$ cat config.mk
export PLATFORM = sky130hd
export DESIGN_NAME = ftrace_event_sched
export DESIGN_NICKNAME = d
export VERILOG_FILES = /design/src/rtl/ftrace_event_sched.sv
export SDC_FILE = /design/constraint.sdc
export NUM_CORES = 1
export LEC_CHECK = 0
export CORE_UTILIZATION = 48
export DETAILED_ROUTE_END_ITERATION = 8
export HOLD_SLACK_MARGIN = 0.15
export PLACE_DENSITY = 0.78
export SLEW_MARGIN = 20
export SYNTH_ARGS = -nofsm -noshare
export SYNTH_HDL_FRONTEND = slang
export SYNTH_SLANG_ARGS = --single-unit
export TNS_END_PERCENT = 50
$ cat constraint.sdc
create_clock -name clk -period 14.4 [get_ports clk]
set_input_delay 2.88 -clock clk [delete_from_list [all_inputs] [get_ports clk]]
set_output_delay 2.88 -clock clk [all_outputs]
set_load 0.02 [all_outputs]
$ cat src/rtl/ftrace_event_sched.sv
// ftrace_event_sched: classifies retired calls/returns, tracks call depth and
// queues trace events for a valid/ready consumer, draining on halt.
module ftrace_event_sched #(
  parameter int DEPTH = 8,
  parameter int DW    = 8,
  parameter int OW    = 16
) (
  input  logic                       clk,
  input  logic                       rst_n,
  input  logic                       commit_valid,
  input  logic [31:0]                commit_inst,
  input  logic [31:0]                commit_pc,
  input  logic [31:0]                commit_dnpc,
  input  logic                       flush,
  input  logic                       halt,
  output logic                       ev_valid,
  input  logic                       ev_ready,
  output logic [1:0]                 ev_kind,
  output logic [31:0]                ev_pc,
  output logic [31:0]                ev_target,
  output logic [DW-1:0]              ev_depth,
  output logic [OW-1:0]              drop_cnt,
  output logic [$clog2(DEPTH):0]     level,
  output logic                       done
);
  localparam int AW = $clog2(DEPTH);
  localparam int LW = AW + 1;
  typedef enum logic [1:0] {RUN, DRAIN, FIN} state_t;
  state_t state, state_nxt;
  logic [AW-1:0] wptr, rptr;
  logic [DW-1:0] depth, ev_dep, depth_nxt;
  logic [LW-1:0] level_nxt;
  logic [1:0]    kind_q [DEPTH];
  logic [31:0]   pc_q   [DEPTH];
  logic [31:0]   tgt_q  [DEPTH];
  logic [DW-1:0] dep_q  [DEPTH];
  logic jal_op, jalr_op, is_call, is_ret, ev, full, deq, enq, drop;
  assign jal_op  = commit_inst[6:0] == 7'b1101111;
  assign jalr_op = commit_inst[6:0] == 7'b1100111 && commit_inst[14:12] == 3'b000;
  assign is_call = commit_valid && (jal_op || jalr_op) && commit_inst[11:7] == 5'd1;
  assign is_ret  = commit_valid && !is_call && jalr_op && commit_inst[11:7] == 5'd0 &&
                   commit_inst[31:20] == 12'd0;
  assign ev      = (is_call || is_ret) && state == RUN && !flush;
  assign full    = level == LW'(DEPTH);
  assign deq     = ev_valid && ev_ready && !flush;
  assign enq     = ev && (!full || deq);
  assign drop    = ev && full && !deq;
  // Returns record the post-decrement depth so matched pairs share a level.
  assign ev_dep    = is_call ? depth : (depth == '0 ? depth : depth - 1'b1);
  assign depth_nxt = is_call ? (depth == '1 ? depth : depth + 1'b1) : ev_dep;
  assign level_nxt = level + LW'(enq) - LW'(deq);
  always_comb begin
    state_nxt = state;
    case (state)
      RUN:     state_nxt = halt ? DRAIN : RUN;
      DRAIN:   state_nxt = level_nxt == '0 ? FIN : DRAIN;
      default: state_nxt = FIN;
    endcase
    if (flush) state_nxt = RUN;
  end
  always_ff @(posedge clk or negedge rst_n)
    if (!rst_n) begin
      state    <= RUN;
      wptr     <= '0;
      rptr     <= '0;
      level    <= '0;
      depth    <= '0;
      drop_cnt <= '0;
    end else if (flush) begin
      state <= RUN;
      wptr  <= '0;
      rptr  <= '0;
      level <= '0;
      depth <= '0;
    end else begin
      state <= state_nxt;
      level <= level_nxt;
      if (enq) wptr <= wptr + 1'b1;
      if (deq) rptr <= rptr + 1'b1;
      if (ev) depth <= depth_nxt;
      if (drop && drop_cnt != '1) drop_cnt <= drop_cnt + 1'b1;
    end
  always_ff @(posedge clk)
    if (enq) begin
      kind_q[wptr] <= is_call ? 2'b01 : 2'b10;
      pc_q[wptr]   <= commit_pc;
      tgt_q[wptr]  <= commit_dnpc;
      dep_q[wptr]  <= ev_dep;
    end
  assign ev_valid  = level != '0;
  assign ev_kind   = ev_valid ? kind_q[rptr] : 2'b00;
  assign ev_pc     = ev_valid ? pc_q[rptr] : 32'd0;
  assign ev_target = ev_valid ? tgt_q[rptr] : 32'd0;
  assign ev_depth  = ev_valid ? dep_q[rptr] : '0;
  assign done      = state == FIN;
endmodule

==> summary.md, run 1 <==
| Metric | Value |
|---|---|
| Status | `finished, final reports clean` |
| CTS H-tree depth | `2` |
| Total core area | `0.0506 mm2` |
| Sw Share | `26.7%` |
| P_leak | `0.00926 uW` |
| Initial Util | `49.1%` |
| Avg Cell Area, Syn | `20.2 um2` |
| Max IR drop VDD | `0.000167 V` |
| Post-DRT Antenna Nets | `0` |
| Post-CTS setup buffer count | `0` |
| Area taken by multi-input logic gates | `0.00592 mm2` |
| Mux share of post-synthesis cell area | `16.5%` |
| XOR/XNOR share of the synthesized area | `0.776%` |
| Clock Skew | `0.0199 ns` |
| Slew Limit Headroom | `25.0%` |
| Global-route usage over all layers | `19.6%` |
| Num Clock Sinks | `628` |
| Endpoints failing hold | `0` |
| Net count, final | `1556` |
| Gate power share | `22.9%` |
| Critical path class | `flop to output pin` |
| Int Power | `3380 uW` |
| Post-route DRC violation count | `0` |
| Synth Area in Compound Gates | `1.28%` |
| Largest net degree at the start of global routing | `76` |
| Gp weighted congestion | `0.788` |
| Post-synthesis sequential area ratio | `75.3%` |
| Pre-CTS setup slack | `7.29 ns` |
| Synth Cell Area | `0.0248 mm2` |
| Area grow syn2layout | `18.9%` |
| Grt ovf | `0` |
| Clock-pin slew on the worst setup and hold paths | `0.06 ns` |
| Crit end category | `output pin` |
| Port-buffer cells | `192` |
| Final period util | `50.7%` |
| Final wirelength | `51000 um` |
| Post-Synth Simple-Gate Area | `4.37%` |
| CTS Root Cell | `clkbuf_16` |
| Synthesized Nets | `1341` |
| Gate Count Post-Synth | `1227` |
| Clk Latency, worst-skew pair | `0.63 ns` |
| Final Worst Setup Slack | `7.11 ns` |
| Slew Viols, Final | `0` |
| Chip width | `229 um` |
| Number of synthesized flops with an enable pin | `592` |
| Drt first pass iters | `5` |
| Unrepaired setup endpoints after global routing | `false` |
| Via density | `5.71` |
| Sum of negative setup slack | `0 ns` |
| Total number of vias | `12300` |
| Vias in the first global route | `13000` |
| Cell variety after synth | `55` |
| Register area | `0.0187 mm2` |
| Yosys warnings | `0` |
| Max FO, Critical Path | `58` |
| Post-Layout Cell Count | `2162` |
| Initial antenna violation count | `3` |
| Required @ worst endpoint | `11.52 ns` |
| Sequential power share | `44.1%` |
| Worst setup SP type | `flop` |
| # fillers | `3561` |
| Post-synth ARST share | `5.73%` |
| Largest family of logic cells by synthesized area | `multiplexers` |
| Wire per inst | `23.6 um` |
| Layout cells sized above 1 | `18.6%` |
| Final setup viols | `0` |
| Clock power frac | `33.1%` |
| Arr. time, crit path | `4.41 ns` |
| Worst min path class | `flop to flop` |
| Die Ht | `229 um` |
| PD cells | `156 mW/mm2` |
| Max_cap viols | `0` |
| CTS tree | `done` |
| FP Rows | `82` |
| Die area | `0.0526 mm2` |
| Detail Placement HPWL | `27700 um` |
| Most used flip-flop cell after synthesis | `edfxtp_1` |
| CTS buffer count | `60` |
| First-pass GRT wire length | `77200 um` |
| Placed cell count | `2051` |
| #FFs+latches synth | `628` |
| Post-layout min period | `7.29 ns` |
| Adder-Cell Fraction of Synth Area | `0.635%` |
| DR iter-0 viols | `1010` |
| Worst Tran Pin Value | `1.12 ns` |
| Post-CTS resize count | `0` |
| Clk buf depth | `3` |
| Sw power | `1230 uW` |
| Ports | `198` |
| CTS Hold Bufs | `0` |
| Fmax | `0.137 GHz` |
## metal layers
metal | track usage [%] | vias to the layer above | part of all wire, %
met5 | 0 | - | 0.053
met4 | 4.92 | 4 | 2.0
met3 | 4.16 | 78 | 6.3
met2 | 32.3 | 380 | 49
met1 | 26.7 | 6453 | 42
li1 | - | 5434 | -
## metrics by stage
stage / instance area (um2) / hold slack [ns] / util, % / total power (uW)
after floorplan: 24800 / 0.520 / - / 2720
after global placement: 27600 / 0.476 / 54.5 / 3120
after detailed placement: 27600 / 0.488 / 54.5 / 3130
after CTS: 29500 / 0.502 / 58.2 / 4650
after global routing: 29500 / 0.534 / 58.3 / 4780
final: 29500 / 0.502 / 58.3 / 4610
## kinds of logic (layout without fill, tap and decap cells)
family                     count (synthesis)  in the layout
adders and majority gates                 12             12
DFF                                      628            628
xor gates and xnor gates                  22             22
and+or+nand+nor                          226            226
buffers and inverters                     70            332
other                                      0              1
muxes                                    225            225
AOI/OAI and AO/OA                         44             44
## sequential cells by signal, summed over array words and instances, names as in the netlist
name / flops
dep_q: 64
pc_q: 256
depth: 8
kind_q: 16
state: 2
drop_cnt: 16
rptr: 3
tgt_q: 256
wptr: 3
level: 4
## power by group through the flow
stage,clock network [uW],registers (uW),logic (uW)
2_1_floorplan,0,2050,672
3_3_place_gp,0,2090,1030
3_5_place_dp,0,2090,1040
4_1_cts,1550,2050,1040
5_1_grt,1610,2040,1130
6_report,1520,2030,1050
## worst paths after layout
check	slack (ns)	depth (start not counted)	end	startpoint
worst min register to register	0.50	1	drop_cnt[14]	drop_cnt[14]
worst min-delay path	0.50	1	drop_cnt[14]	drop_cnt[14]
max in group asynchronous	11.34	2	rptr[2]	rst_n
worst max-delay path	7.11	6	ev_kind[0]	rptr[1]
min in group asynchronous	2.68	2	drop_cnt[14]	rst_n
worst max register to register	10.53	6	dep_q[2][5]	state[0]
## layout by cell type (no fill, tap or decap), drive strengths merged, types with 4 or more instances in the layout
| cell | Yosys | layout |
|---|---|---|
| ha | 11 | 11 |
| bufinv | 0 | 5 |
| clkinv | 0 | 27 |
| nand4 | 6 | 6 |
| mux4 | 148 | 148 |
| nor2 | 104 | 104 |
| clkbuf | 37 | 70 |
| and3 | 4 | 4 |
| o31ai | 6 | 6 |
| clkdlybuf4s50 | 0 | 192 |
| nand3 | 17 | 17 |
| nand2 | 40 | 40 |
| nor4 | 9 | 9 |
| xor2 | 9 | 9 |
| buf | 22 | 20 |
| mux2i | 76 | 76 |
| dfrtp | 36 | 36 |
| nor3 | 15 | 15 |
| a21oi | 7 | 7 |
| inv | 11 | 15 |
| xnor2 | 13 | 13 |
| o21ai | 11 | 11 |
| edfxtp | 592 | 592 |
| nand2b | 5 | 5 |
## cell type report
class	instances	share of cell area [%]
well taps	672	2.85
inverters	11	0.140
repair buffers	212	7.11
multi-input cells	529	20.1
diodes	1	0.00848
clock inverters	39	1.18
flip-flops and latches	628	63.4
clock buffers	70	5.29
## Yosys cell counts, types with 6 or more instances
cell type / number / area (um2)
xnor2_1: 13 / 114
nor4_1: 9 / 56.3
a21oi_1: 7 / 35.0
edfxtp_1: 592 / 17800
nor2_1: 104 / 390
nand2_1: 40 / 150
dfrtp_1: 36 / 901
xor2_1: 9 / 78.8
mux2i_1: 76 / 761
o21ai_0: 11 / 55.1
ha_1: 11 / 138
buf_1: 9 / 33.8
nor3_1: 13 / 65.1
nand4_1: 6 / 37.5
clkbuf_1: 37 / 139
nand3_1: 17 / 85.1
mux4_2: 148 / 3330
buf_2: 13 / 65.1
inv_1: 10 / 37.5
## worst max-delay path, cell delays in order (launching register included)
cell	delay [ns]
dfrtp_4	0.83
buf_4	0.71
buf_4	0.83
mux4_2	0.35
mux2i_1	0.07
nor2_1	0.29
clkdlybuf4s50_1	0.68
No activity file was read; power rests on OpenSTA's default activity.
==> run 2: changes to the inputs <==
--- a/config.mk
+++ b/config.mk
@@ -8,7 +8,7 @@
 export CORE_UTILIZATION = 48
 export DETAILED_ROUTE_END_ITERATION = 8
 export HOLD_SLACK_MARGIN = 0.15
-export PLACE_DENSITY = 0.78
+export PLACE_DENSITY = 0.8
 export SLEW_MARGIN = 20
 export SYNTH_ARGS = -nofsm -noshare
 export SYNTH_HDL_FRONTEND = slang
==> constraint.sdc (replaced) <==
create_clock -name clk -period 6.3 [get_ports clk]
set_input_delay 1.26 -clock clk [delete_from_list [all_inputs] [get_ports clk]]
set_output_delay 1.26 -clock clk [all_outputs]
set_load 0.02 [all_outputs]
==> run 2 against run 1 <==
- register-to-register slack lost 7.5 ns
- die area is the same
- critical path type unchanged
- routed wire length shrank 0.91%
- cell area grew 0.53%
- count of clock-buffer cells in the layout grew 4
- largest power group unchanged
- cell count grew 0.19%
- non-clock buffer count grew 7
- sequential share of layout area shrank 0.33 points
- core utilization grew 0.31 points
- critical path depth shrank 1
==> summary.md, run 2 (synthesis gave the netlist of run 1 again) <==
| Metric | Value |
|---|---|
| Chip width | `229 um (unchanged)` |
| Biggest registers after layout | `pc_q: 256 flops, tgt_q: 256 flops, dep_q: 64 flops` |
| Worst setup SP type | `flop` |
| Clk Latency, worst-skew pair | `0.61 ns (-0.02 ns)` |
| Crit end category | `output pin` |
| CTS tree | `done` |
| Status | `finished, final reports clean` |
| CTS H-tree depth | `2 (unchanged)` |
| Layout Utilization | `58.6% (+0.31 points)` |
| Arr. time, crit path | `3.51 ns (-0.90 ns)` |
| CP delay by family, top | `buffers and inverters` |
| First-pass GRT wire length | `78100 um (+1.1%)` |
| Total core area | `0.0506 mm2 (unchanged)` |
| Clock Skew | `0.0262 ns (+0.00625 ns)` |
| Final Worst Setup Slack | `1.53 ns (-5.57 ns)` |
| Slowest stage cell, crit path | `dfrtp_4` |
| Int Power | `7690 uW (+130%)` |
| Met3 usage | `4.63% (+0.47 points)` |
| Num Clock Sinks | `628 (unchanged)` |
| Post-layout min period | `4.77 ns` |
| Max incr delay on CP | `0.95 ns (+0.12 ns)` |
| CTS Hold Bufs | `0 (unchanged)` |
| Post-CTS resize count | `0 (unchanged)` |
| Required @ worst endpoint | `5.04 ns (-6.48 ns)` |
| Ports | `198 (unchanged)` |
| Drt first pass iters | `5 (unchanged)` |
| Post-route DRC violation count | `0 (unchanged)` |
| Post-DRT Antenna Nets | `0 (unchanged)` |
| PD cells | `352 mW/mm2 (+130%)` |
| Clk buf depth | `3 (unchanged)` |
| Via density | `5.76 (+0.91%)` |
| Fmax | `0.210 GHz` |
| GR Layer Usage met1 | `26.6% (-0.10 points)` |
| Final wirelength | `50600 um (-0.91%)` |
| Sequential power share | `44.7% (+0.6 points)` |
| Critical path class | `flop to output pin` |
| Post-CTS setup buffer count | `0 (unchanged)` |
| CTS Root Cell | `clkbuf_16` |
| GR Layer Usage met2 | `32.5% (+0.17 points)` |
| Die Ht | `229 um (unchanged)` |
| # fillers | `3572 (+0.31%)` |
| Initial Util | `49.1% (unchanged)` |
| Endpoints failing hold | `0 (unchanged)` |
| Layout cells sized above 1 | `18.6% (about the same)` |
| Total number of vias | `12500 (+1.1%)` |
| Gp weighted congestion | `0.777 (-1.3%)` |
| Unrepaired setup endpoints after global routing | `false` |
| Sw Share | `26.4% (-0.37 points)` |
| Commonest cells after routing, fill and taps aside | `edfxtp_1, clkdlybuf4s50_1, mux4_2, nor2_1, mux2i_1` |
| WP buf/inv | `2 (-1)` |
| P_leak | `0.00930 uW (+0.38%)` |
| Grt ovf | `0 (unchanged)` |
| Sum of negative setup slack | `0 ns (unchanged)` |
| Detail Placement HPWL | `28400 um (+2.7%)` |
| DR iter-0 viols | `1181 (+17%)` |
| Clock power frac | `32.5% (-0.6 points)` |
| Final setup viols | `0 (unchanged)` |
| Worst Tran Pin Value | `0.988 ns (-0.137 ns)` |
| Net count, final | `1563 (+0.45%)` |
| Largest net degree at the start of global routing | `79 (+3.9%)` |
| CTS buffer count | `60 (unchanged)` |
| Area grow syn2layout | `19.5%` |
| FP Rows | `82 (unchanged)` |
| Cell Chain, Critical Path | `buf_12 -> mux4_2 -> mux2i_1 -> nor2_1 -> clkdlybuf4s50_1` |
| Vias in the first global route | `13200 (+1.7%)` |
| Initial antenna violation count | `5 (+2)` |
| Clock-pin slew on the worst setup and hold paths | `0.07 ns (about the same)` |
| Worst min path class | `flop to flop` |
| Port-buffer cells | `192 (unchanged)` |
| Grt peak-use layer | `met2` |
| Slew Limit Headroom | `34.2% (+9.2 points)` |
| Gate power share | `22.9% (about the same)` |
| Max FO, Critical Path | `38 (-34%)` |
| Most common cell after layout, fill and taps aside | `edfxtp_1` |
| Max IR drop VDD | `0.000239 V (+43%)` |
| Slew Viols, Final | `0 (unchanged)` |
| Pre-CTS setup slack | `1.40 ns (-5.89 ns)` |
| Final period util | `75.6%` |
| Wire per inst | `23.3 um (-1.1%)` |
| Die area | `0.0526 mm2 (unchanged)` |
| Sw power | `2750 uW (+120%)` |
| FF-to-FF setup slack | `3.00 ns (-7.53 ns)` |
| Global-route usage over all layers | `19.6% (+0.038 points)` |
| Max_cap viols | `0 (unchanged)` |
[run 2: cell count changes in the layout (fill, tap and decap cells not counted), sizes merged]
cell and change:
clkinv -2, clkbuf +4, buf +7, clkinvlp -2, inv -3
[run 2: worst paths after layout]
check / depth (start not counted) / from / end
min reg2reg: 1 / drop_cnt[5] / drop_cnt[5]
min: 1 / drop_cnt[5] / drop_cnt[5]
max: 5 / rptr[0] / ev_target[31]
max in group asynchronous: 2 / rst_n / rptr[2]
min in group asynchronous: 2 / rst_n / drop_cnt[0]
max reg2reg: 14 / level[2] / state[1]
[run 2: power by group through the flow]
stage | logic (uW) | clock network (uW) | registers (uW)
3_3_place_gp | 2400 | 0 | 4760
4_1_cts | 2440 | 3460 | 4670
6_report | 2390 | 3390 | 4670
3_5_place_dp | 2430 | 0 | 4760
5_1_grt | 2560 | 3610 | 4680
2_1_floorplan | 1540 | 0 | 4680
[run 2: final cells by class]
type	count	area, um2	share of cell area, %
Multi-Input combinational cell	529	5920	20.0
Tap cell	672	841	2.84
Clock buffer	74	1550	5.24
Antenna cell	1	2.50	0.00844
Sequential cell	628	18700	63.0
Timing Repair Buffer	219	2310	7.80
Inverter	11	41.3	0.139
Clock inverter	32	288	0.971
[run 2: metrics by stage]
stage	instance area, um2	power [uW]	hold slack [ns]	cells
final	29600	10400	0.504	2166
after global routing	29600	10800	0.528	2165
after CTS	29600	10600	0.504	2165
after detailed placement	27800	7180	0.488	2059
after global placement	27800	7150	0.474	2059
after floorplan	24800	6220	0.536	1227
[run 2: routing by layer]
metal	share of wire, %	wire, um	vias up
li1	-	-	5444
met1	41	20700	6472
met2	50	25200	458
met3	7.5	3790	101
met4	1.7	873	10
met5	0.10	53	-
